File: config.mk
export PLATFORM = sky130hd
export DESIGN_NAME = uart_msg_rx
export DESIGN_NICKNAME = d
export VERILOG_FILES = /design/src/rtl/uart_msg_rx.sv
export SDC_FILE = /design/constraint.sdc
export NUM_CORES = 1
export LEC_CHECK = 0
export CORE_UTILIZATION = 51
export DETAILED_ROUTE_END_ITERATION = 10
export PLACE_DENSITY = 0.8
export SLEW_MARGIN = 20
export SYNTH_ARGS = -nofsm -noshare
export SYNTH_HDL_FRONTEND = slang
export SYNTH_SLANG_ARGS = --single-unit
File: constraint.sdc
create_clock -name uart_clk -period 1.8 [get_ports uart_clk]
set_input_delay 0.54 -clock uart_clk [delete_from_list [all_inputs] [get_ports uart_clk]]
set_output_delay 0.54 -clock uart_clk [all_outputs]
set_load 0.01 [all_outputs]
File: src/rtl/uart_msg_rx.sv
// uart_msg_rx: oversampling 8N1 UART receiver with a "{<header>#<payload>#}" frame parser.
// A bit-level FSM recovers bytes from the synchronized rx line. A parser FSM consumes those
// bytes and reports the payload byte of each well-formed frame.
module uart_msg_rx #(
   parameter int         OVERSAMPLE = 16,
   parameter logic [7:0] START_CHAR = 8'h7B,
   parameter logic [7:0] DELIM_CHAR = 8'h23,
   parameter logic [7:0] END_CHAR   = 8'h7D,
   parameter int         MAX_LEN    = 32
) (
   input  logic       uart_clk,
   input  logic       rst,
   input  logic       rx,
   output logic [7:0] byte_data,
   output logic       byte_valid,
   output logic       frame_err,
   output logic [7:0] payload,
   output logic       payload_valid,
   output logic       msg_err,
   output logic       busy
);

   localparam int TICK_W = $clog2(OVERSAMPLE);
   localparam int LEN_W  = $clog2(MAX_LEN + 1);
   localparam logic [TICK_W-1:0] HALF_TICK = TICK_W'(OVERSAMPLE / 2 - 1);
   localparam logic [TICK_W-1:0] LAST_TICK = TICK_W'(OVERSAMPLE - 1);
   localparam logic [LEN_W-1:0]  LEN_MAX   = LEN_W'(MAX_LEN);
   localparam logic [LEN_W-1:0]  LEN_ONE   = LEN_W'(1);

   typedef enum logic [2:0] {
      B_IDLE,
      B_START,
      B_DATA,
      B_STOP,
      B_WAIT_HI
   } bit_state_t;

   typedef enum logic [2:0] {
      P_IDLE,
      P_HDR,
      P_VAL,
      P_DLM2,
      P_END
   } parse_state_t;

   // synchronizer and bit-level receiver
   logic              sync_1;
   logic              rx_s;
   bit_state_t        bit_state;
   logic [TICK_W-1:0] tick;
   logic [2:0]        bit_cnt;
   logic [7:0]        shift;

   // frame parser
   parse_state_t      p_state;
   logic [LEN_W-1:0]  len;
   logic [7:0]        cand;
   logic              byte_bad;
   logic              len_full;

   // Two-flop synchronizer; preset to idle-high so reset never looks like a start bit.
   always_ff @(posedge uart_clk or posedge rst) begin
      if (rst) begin
         sync_1 <= 1'b1;
         rx_s   <= 1'b1;
      end else begin
         sync_1 <= rx;
         rx_s   <= sync_1;
      end
   end

   // Bit FSM: detect start, sample each bit at its middle, check the stop bit.
   always_ff @(posedge uart_clk or posedge rst) begin
      if (rst) begin
         bit_state  <= B_IDLE;
         tick       <= '0;
         bit_cnt    <= '0;
         shift      <= '0;
         byte_data  <= '0;
         byte_valid <= 1'b0;
         frame_err  <= 1'b0;
      end else begin
         byte_valid <= 1'b0;
         frame_err  <= 1'b0;
         case (bit_state)
            B_IDLE: begin
               tick    <= '0;
               bit_cnt <= '0;
               if (!rx_s) begin
                  bit_state <= B_START;
               end
            end
            B_START: begin
               if (tick == HALF_TICK) begin
                  tick <= '0;
                  // a start bit that is gone by mid-bit was only a glitch
                  bit_state <= rx_s ? B_IDLE : B_DATA;
               end else begin
                  tick <= tick + 1'b1;
               end
            end
            B_DATA: begin
               if (tick == LAST_TICK) begin
                  tick  <= '0;
                  shift <= {rx_s, shift[7:1]};
                  if (bit_cnt == 3'd7) begin
                     bit_cnt   <= '0;
                     bit_state <= B_STOP;
                  end else begin
                     bit_cnt <= bit_cnt + 1'b1;
                  end
               end else begin
                  tick <= tick + 1'b1;
               end
            end
            B_STOP: begin
               if (tick == LAST_TICK) begin
                  tick <= '0;
                  if (rx_s) begin
                     byte_data  <= shift;
                     byte_valid <= 1'b1;
                     bit_state  <= B_IDLE;
                  end else begin
                     frame_err <= 1'b1;
                     bit_state <= B_WAIT_HI;
                  end
               end else begin
                  tick <= tick + 1'b1;
               end
            end
            B_WAIT_HI: begin
               // a held-low line (break) must not be mistaken for a new start bit
               if (rx_s) begin
                  bit_state <= B_IDLE;
               end
            end
            default: begin
               bit_state <= B_IDLE;
            end
         endcase
      end
   end

   assign busy = (bit_state != B_IDLE);

   // Byte mismatches in the two fixed-content positions after the payload.
   always_comb begin
      byte_bad = 1'b0;
      case (p_state)
         P_DLM2:  byte_bad = (byte_data != DELIM_CHAR);
         P_END:   byte_bad = (byte_data != END_CHAR);
         default: byte_bad = 1'b0;
      endcase
   end

   assign len_full = (len == LEN_MAX);

   // Parser FSM: walks each received byte through header, payload, delimiter and end.
   always_ff @(posedge uart_clk or posedge rst) begin
      if (rst) begin
         p_state       <= P_IDLE;
         len           <= '0;
         cand          <= '0;
         payload       <= '0;
         payload_valid <= 1'b0;
         msg_err       <= 1'b0;
      end else begin
         payload_valid <= 1'b0;
         msg_err       <= 1'b0;
         if (frame_err) begin
            // a corrupted byte aborts any frame in progress
            if (p_state != P_IDLE) begin
               msg_err <= 1'b1;
               p_state <= P_IDLE;
               len     <= '0;
            end
         end else if (byte_valid) begin
            if (p_state == P_IDLE) begin
               if (byte_data == START_CHAR) begin
                  p_state <= P_HDR;
                  len     <= LEN_ONE;
               end
            end else if (p_state == P_HDR && byte_data == START_CHAR) begin
               // a fresh '{' inside the header restarts the frame
               len <= LEN_ONE;
            end else if (len_full || byte_bad) begin
               msg_err <= 1'b1;
               if (byte_data == START_CHAR) begin
                  p_state <= P_HDR;
                  len     <= LEN_ONE;
               end else begin
                  p_state <= P_IDLE;
                  len     <= '0;
               end
            end else begin
               len <= len + 1'b1;
               case (p_state)
                  P_HDR: begin
                     if (byte_data == DELIM_CHAR) begin
                        p_state <= P_VAL;
                     end
                  end
                  P_VAL: begin
                     cand    <= byte_data;
                     p_state <= P_DLM2;
                  end
                  P_DLM2: begin
                     p_state <= P_END;
                  end
                  P_END: begin
                     payload       <= cand;
                     payload_valid <= 1'b1;
                     p_state       <= P_IDLE;
                     len           <= '0;
                  end
                  default: begin
                     p_state <= P_IDLE;
                     len     <= '0;
                  end
               endcase
            end
         end
      end
   end

endmodule

==> results of run 1 <==
[layer usage]
layer	track usage (%)	share of wire, %
met1	31.9	40
met2	44.0	51
met3	8.27	5.5
met5	0	0
met4	16.8	4.3
[logic make-up after synthesis]
group / after synthesis / synth area share, %
buffers and inverters: 15 / 2.20
adders and majority gates: 5 / 2.34
and+or+nand+nor: 71 / 14.1
muxes: 33 / 13.9
AOI/OAI and AO/OA: 48 / 13.5
xor gates and xnor gates: 2 / 0.654
DFF: 57 / 53.4
[layout by cell type (no fill, tap or decap), types with 6 or more instances in the layout]
master         count
inv_1              6
nor2_1            10
dfrtp_1           55
o21ai_0            6
nand3_1            7
dlygate4sd2_1     11
nand2_1           16
mux2_2            32
clkbuf_8           9
buf_6              7
buf_4             46
a21oi_1            6
[through the flow]
stage / area (um2) / total power, mW / TNS (ps) / utilization (%) / setup slack (ps)
after global routing: 3810 / 3.20 / -4370 / 75.1 / -313
after CTS: 3710 / 3.08 / -2350 / 73.0 / -204
after global placement: 3340 / 1.72 / -1460 / 65.8 / -131
after detailed placement: 3340 / 1.73 / -2070 / 65.8 / -172
after floorplan: 2710 / 1.58 / -1700 / - / -195
final: 3810 / 3.08 / -3060 / 75.1 / -264
[cell type report]
type,instances,area share (%)
clock buffer,9,3.25
multi-input combinational,160,36.0
sequential,57,37.5
tap,70,2.30
timing repair buffer,77,17.4
inverter,8,0.886
clock inverter,7,2.69
[power groups by stage]
stage	combinational [mW]	clock [mW]	sequential (mW)
final	0.358	1.36	1.37
after global routing	0.400	1.43	1.37
after CTS	0.341	1.38	1.36
after detailed placement	0.348	0	1.38
after global placement	0.335	0	1.38
after floorplan	0.194	0	1.39
[worst max path at each step]
stage / endpoint / start / cells past startpoint
after CTS: p_state[0] / byte_data[4] / 6
after global routing: payload[3] / byte_data[4] / 5
after global placement: payload[6] / byte_data[4] / 5
final: payload[2] / byte_data[4] / 5
after floorplan: payload[0] / byte_data[4] / 5
after detailed placement: payload[3] / byte_data[4] / 5
[critical path, stage by stage (launching register included)]
cell	delay, ps
dfrtp_1	380
or4b_4	590
o31ai_4	240
nand2_2	140
nand4b_4	260
mux2_2	330
[sequential cells by signal, indices dropped and copies added, names as in the netlist]
register,count
bit_state,3
cand,8
len,6
msg_err,1
payload_valid,1
shift,8
tick,4
rx_s,1
payload,8
sync_1,1
byte_valid,1
frame_err,1
p_state,3
bit_cnt,3
byte_data,8
[repair_timing]
item,CTS,global route
cloned,1,0
endpoints found under the setup margin,38,45
hold endpoints to repair,0,0
resized for setup,33,34
pin swaps,6,4
hold buffers,0,0
setup buffers,8,4
==> flow_summary_export.csv, run 1 <==
group,metric,value,unit
logic_synthesis,synth_top_area_share,51.4,%
logic_synthesis,syn_avg_cell_area,11.6,um2
sta,finClkSkew,15.4,ps
route,postRouteAntennaNets,0,
power,clock_power_share,44.1,%
power,p_seq_share,44.3,%
die,die_area,5540,um2
sta,setup_ws,-264,ps
sta,hold_viol_final,0,
placement,routabilityCongestion,0.845,
route,avgRoutedWirePerCell,19.7,um
final_layout,final_cells,388,
setup_path,r2r_cells,5,
global_route,grt_pass1_vias,2290,
clock_network,path_clk_slew,70,ps
setup_path,crit_type,"reg -> reg",
clock_network,ctsHtreeMaxLevel,3,
sta,period_minus_slack,2060,ps
logic_synthesis,synthArstFlopShare,100,%
clock_network,clockBufferDepth,2,
final_layout,syn_to_final_growth,42.4,%
final_layout,seq_area,1430,um2
power,pwr-share-comb,11.6,%
logic_synthesis,netlist-cell-type-count,46,
logic_synthesis,synth_top_cell_by_area,"dfrtp_1",
logic_synthesis,yosys_warnings,0,
logic_synthesis,ys.flop_type,"dfrtp_1",
setup_path,reg2reg_from,"byte_data[4]",
power,p_sw_share,26.3,%
power,p_per_area,809,nW/um2
route,drc,0,
global_route,antenna_found_initial,0,
setup_path,critPathMaxFanout,5,
route,dr_total_vias,2286,
clock_network,tritoncts,"built",
sta,rsz0062_at_grt,"true",
status,violations,"negative setup slack",
route,dr.pass1.iters,4,
placement,io_buffers,23,
logic_synthesis,synth_most_common_cell,"dfrtp_1",
placement,hpwl,4030,um
final_layout,final_nets,321,
die,pin_count,24,
clock_network,cts_inserted_buffers,9,
final_layout,layout-drive-gt1-share,45.9,%
die,num_rows,26,
die,fp.dieW,74.5,um
clock_network,cts.sinks,57,
status,status,"finished with violations",
flow_run,cap_viol_max_count,0,
power,p_switching,811,uW
clock_network,clkLatencyLatePin,340,ps
logic_synthesis,synth_edf_count,0,
logic_synthesis,synth_cells,231,
clock_network,cts-root-buf,"clkbuf_8",
setup_path,cp-end-kind,"flip-flop",
power,p_leak,2.01,nW
sta,fmax,485,MHz
global_route,grt-ovfl-total,0,
final_layout,fillers,328,
route,drt_iter0_markers,204,
global_route,grt_pass1_wl,11000,um
placement,post-place-cells,360,
final_layout,multi_input_area,1370,um2
sta,setup_viol,20,
power,irDropWorstVdd,654,uV
logic_synthesis,synth_seq_area_share,53.4,%
setup_path,cp.required,2020,ps
logic_synthesis,synth-seq-cells,57,
route,drt_wl_total,7650,um
die,die_h,74.5,um
setup_path,start_kind,"flip-flop",
logic_synthesis,synth_nets,239,
die,coreArea,5070,um2
logic_synthesis,synthTopCellsByArea,"dfrtp_1 51%, mux2_2 14%, nand2_1 2.7%, ha_1 2.3%, o21ai_0 2.1%",
setup_path,r2r_slack,-260,ps
logic_synthesis,syn_area,2680,um2
sta,drv_slew,0,
sta,whs,366,ps
global_route,track_usage,27.3,%
sta,relSlewSlack,68.5,%
sta,worstMarginPinSlew,473,ps
hold_path,hp-start,"sync_1",
hold_path,hold_depth,0,
setup_path,r2r_end,"payload[2]",
setup_path,cp_data_arrival_time,2280,ps
sta,fin_crit_sh,115,%
die,initial_core_util,52.8,%
logic_synthesis,synthTopCellsByCount,"55 x dfrtp_1, 33 x mux2_2, 19 x nand2_1",
power,p_int,2.27,mW
route,via_per_inst,5.89,
global_route,grt_max_degree,58,
final_layout,n_antenna_cell,0,
hold_path,hold_path.class,"reg -> reg",
hold_path,worstHoldEndpoint,"rx_s",
Power figures use the tool's default switching activity.
==> run 2: changes to the inputs <==
--- a/config.mk
+++ b/config.mk
@@ -5,10 +5,11 @@
 export SDC_FILE = /design/constraint.sdc
 export NUM_CORES = 1
 export LEC_CHECK = 0
+export ABC_CLOCK_PERIOD_IN_PS = 1800
 export CORE_UTILIZATION = 51
 export DETAILED_ROUTE_END_ITERATION = 10
 export PLACE_DENSITY = 0.8
-export SLEW_MARGIN = 20
+export RECOVER_POWER = 100
 export SYNTH_ARGS = -nofsm -noshare
 export SYNTH_HDL_FRONTEND = slang
 export SYNTH_SLANG_ARGS = --single-unit
==> run 2 against run 1 <==
- the flow still finishes with violations (negative setup slack)
- worst hold slack better by 3.3 ps
- final cell count stayed put
- maximum frequency is 0.67% higher
- sequential power about the same
- worst setup slack gained 14 ps
==> flow_summary_export.csv, run 2 (synthesis gave the netlist of run 1 again) <==
group,metric,value,unit
route,drt_iter0_markers,189,
die,initial_core_util,52.8,%
final_layout,final_common_cell,"dfrtp_1",
die,die_h,74.5,um
setup_path,critPathMaxFanout,5,
final_layout,mostFrequentLayoutCells,"55 x dfrtp_1, 41 x buf_4, 32 x mux2_2",
sta,rsz0062_at_grt,"true",
setup_path,critical-path-max-stage-delay,590,ps
final_layout,final_nets,321,
die,pin_count,24,
route,postRouteAntennaNets,0,
setup_path,reg2reg_from,"byte_data[4]",
setup_path,r2r_slack,-250,ps
route,avgRoutedWirePerCell,19.6,um
setup_path,crit_type,"reg -> reg",
clock_network,cts_hold_buf,0,
setup_path,cp.depth,5,
clock_network,clkLatencyLatePin,340,ps
route,dr.pass1.iters,4,
sta,relSlewSlack,48.9,%
placement,postPlaceCellArea,3340,um2
sta,period_minus_slack,2050,ps
global_route,track_usage,27.3,%
die,die_area,5540,um2
clock_network,cts.sinks,57,
die,num_rows,26,
setup_path,cp-end-kind,"flip-flop",
die,coreArea,5070,um2
setup_path,critPathTopFamily,"simple AND/OR/NAND/NOR gates",
placement,hpwl,4030,um
sta,drv_slew,0,
sta,setup_viol,31,
setup_path,crit_slowest_cell,"or4b_4",
power,p_per_area,820,nW/um2
setup_path,r2r_end,"payload[2]",
clock_network,path_clk_slew,70,ps
hold_path,hp-start,"sync_1",
status,violations,"negative setup slack",
clock_network,cts-root-buf,"clkbuf_8",
final_layout,multi_input_area,1350,um2
route,drc,0,
clock_network,ctsHtreeMaxLevel,3,
setup_path,r2r_cells,5,
setup_path,cp.required,2020,ps
final_layout,design_area,3740,um2
power,p_total,3.07,mW
route,drt_wl_total,7590,um
power,irDropWorstVdd,659,uV
sta,hold_viol_final,0,
hold_path,hold_path.class,"reg -> reg",
die,fp.dieW,74.5,um
setup_path,cp_data_arrival_time,2270,ps
hold_path,worstHoldEndpoint,"rx_s",
hold_path,hold_depth,0,
placement,routabilityCongestion,0.845,
route,dr_total_vias,2312,
clock_network,cts_inserted_buffers,9,
clock_network,tritoncts,"built",
final_layout,n_antenna_cell,0,
route,via_per_inst,5.96,
sta,fmax,488,MHz
sta,fin_crit_sh,114,%
power,p_leak,1.88,nW
setup_path,critPathBufInv,0,
final_layout,fillers,344,
status,status,"finished with violations",
final_layout,final_cells,388,
placement,io_buffers,23,
global_route,antenna_found_initial,0,
placement,dp_slack,-172,ps
global_route,grt_pass1_wl,11000,um
clock_network,clockBufferDepth,2,
global_route,grt_max_degree,58,
setup_path,start_kind,"flip-flop",
global_route,grt_pass1_vias,2290,
setup_path,cp_cell_sequence,"or4b_4 -> o31ai_4 -> nand2_2 -> nand4b_4 -> mux2_2",
sta,worstMarginPinSlew,766,ps
sta,setup_ws,-250,ps
final_layout,syn_to_final_growth,39.8,%
final_layout,seq_area,1430,um2
final_layout,layout-drive-gt1-share,43.4,%
sta,finClkSkew,16.8,ps
flow_run,cap_viol_max_count,0,
placement,post-place-cells,360,
global_route,grt-ovfl-total,0,
-- run 2: cell types whose count changed in the layout (fill, tap and decap cells not counted), sizes merged --
cell,previous run,this run
clkbuf,11,18
dlygate4sd3,0,2
dlymetal6s2s,5,0
clkdlybuf4s50,5,3
clkdlybuf4s25,0,5
buf,54,47
-- run 2: worst max path at each step --
| stage | startpoint | end | slack, ps |
|---|---|---|---|
| 2_1_floorplan | byte_data[4] | payload[0] | -200 |
| 3_3_place_gp | byte_data[4] | payload[6] | -130 |
| 3_5_place_dp | byte_data[4] | payload[3] | -170 |
| 4_1_cts | byte_data[4] | p_state[0] | -200 |
| 5_1_grt | byte_data[4] | payload[3] | -310 |
| 6_report | byte_data[4] | payload[2] | -250 |
-- run 2: routing by layer --
metal	track usage, %	routed length [um]
met1	31.9	2950
met2	44.0	3920
met3	8.27	430
met4	16.8	289
met5	0	0
-- run 2: cell type report --
| cell class | count | area share [%] |
|---|---|---|
| Sequential cell | 57 | 38.2 |
| Multi-Input combinational cell | 160 | 36.1 |
| Timing Repair Buffer | 77 | 16.4 |
| Clock buffer | 9 | 3.31 |
| Clock inverter | 7 | 2.74 |
| Tap cell | 70 | 2.34 |
| Inverter | 8 | 0.902 |
-- run 2: through the flow --
stage | setup TNS (ps) | hold WS [ps] | util, %
4_1_cts | -2350 | 362 | 73.0
6_report | -3630 | 369 | 73.8
3_3_place_gp | -1460 | 346 | 65.8
5_1_grt | -7080 | 368 | 73.8
2_1_floorplan | -1700 | 345 | -
3_5_place_dp | -2070 | 351 | 65.8
-- run 2: what timing repair did --
item | 4_1_cts | 5_1_grt
hold endpoints to repair | 0 | 0
setup buffers | 8 | 4
gates cloned | 1 | 0
pin swaps | 6 | 4
resized for setup | 33 | 34
setup endpoints to repair | 38 | 45
-- run 2: power by group --
group / internal [mW] / switching, mW / total, mW
Combinational: 0.146 / 0.200 / 0.346
Sequential: 1.33 / 0.0364 / 1.36
Clock: 0.790 / 0.570 / 1.36
Total: 2.26 / 0.806 / 3.07
-- run 2: worst register-to-register path, stage by stage, from the launching register on --
cell and delay [ps]:
dfrtp_1 390, or4b_4 590, o31ai_4 240, nand2_2 130, nand4b_4 250, mux2_2 330
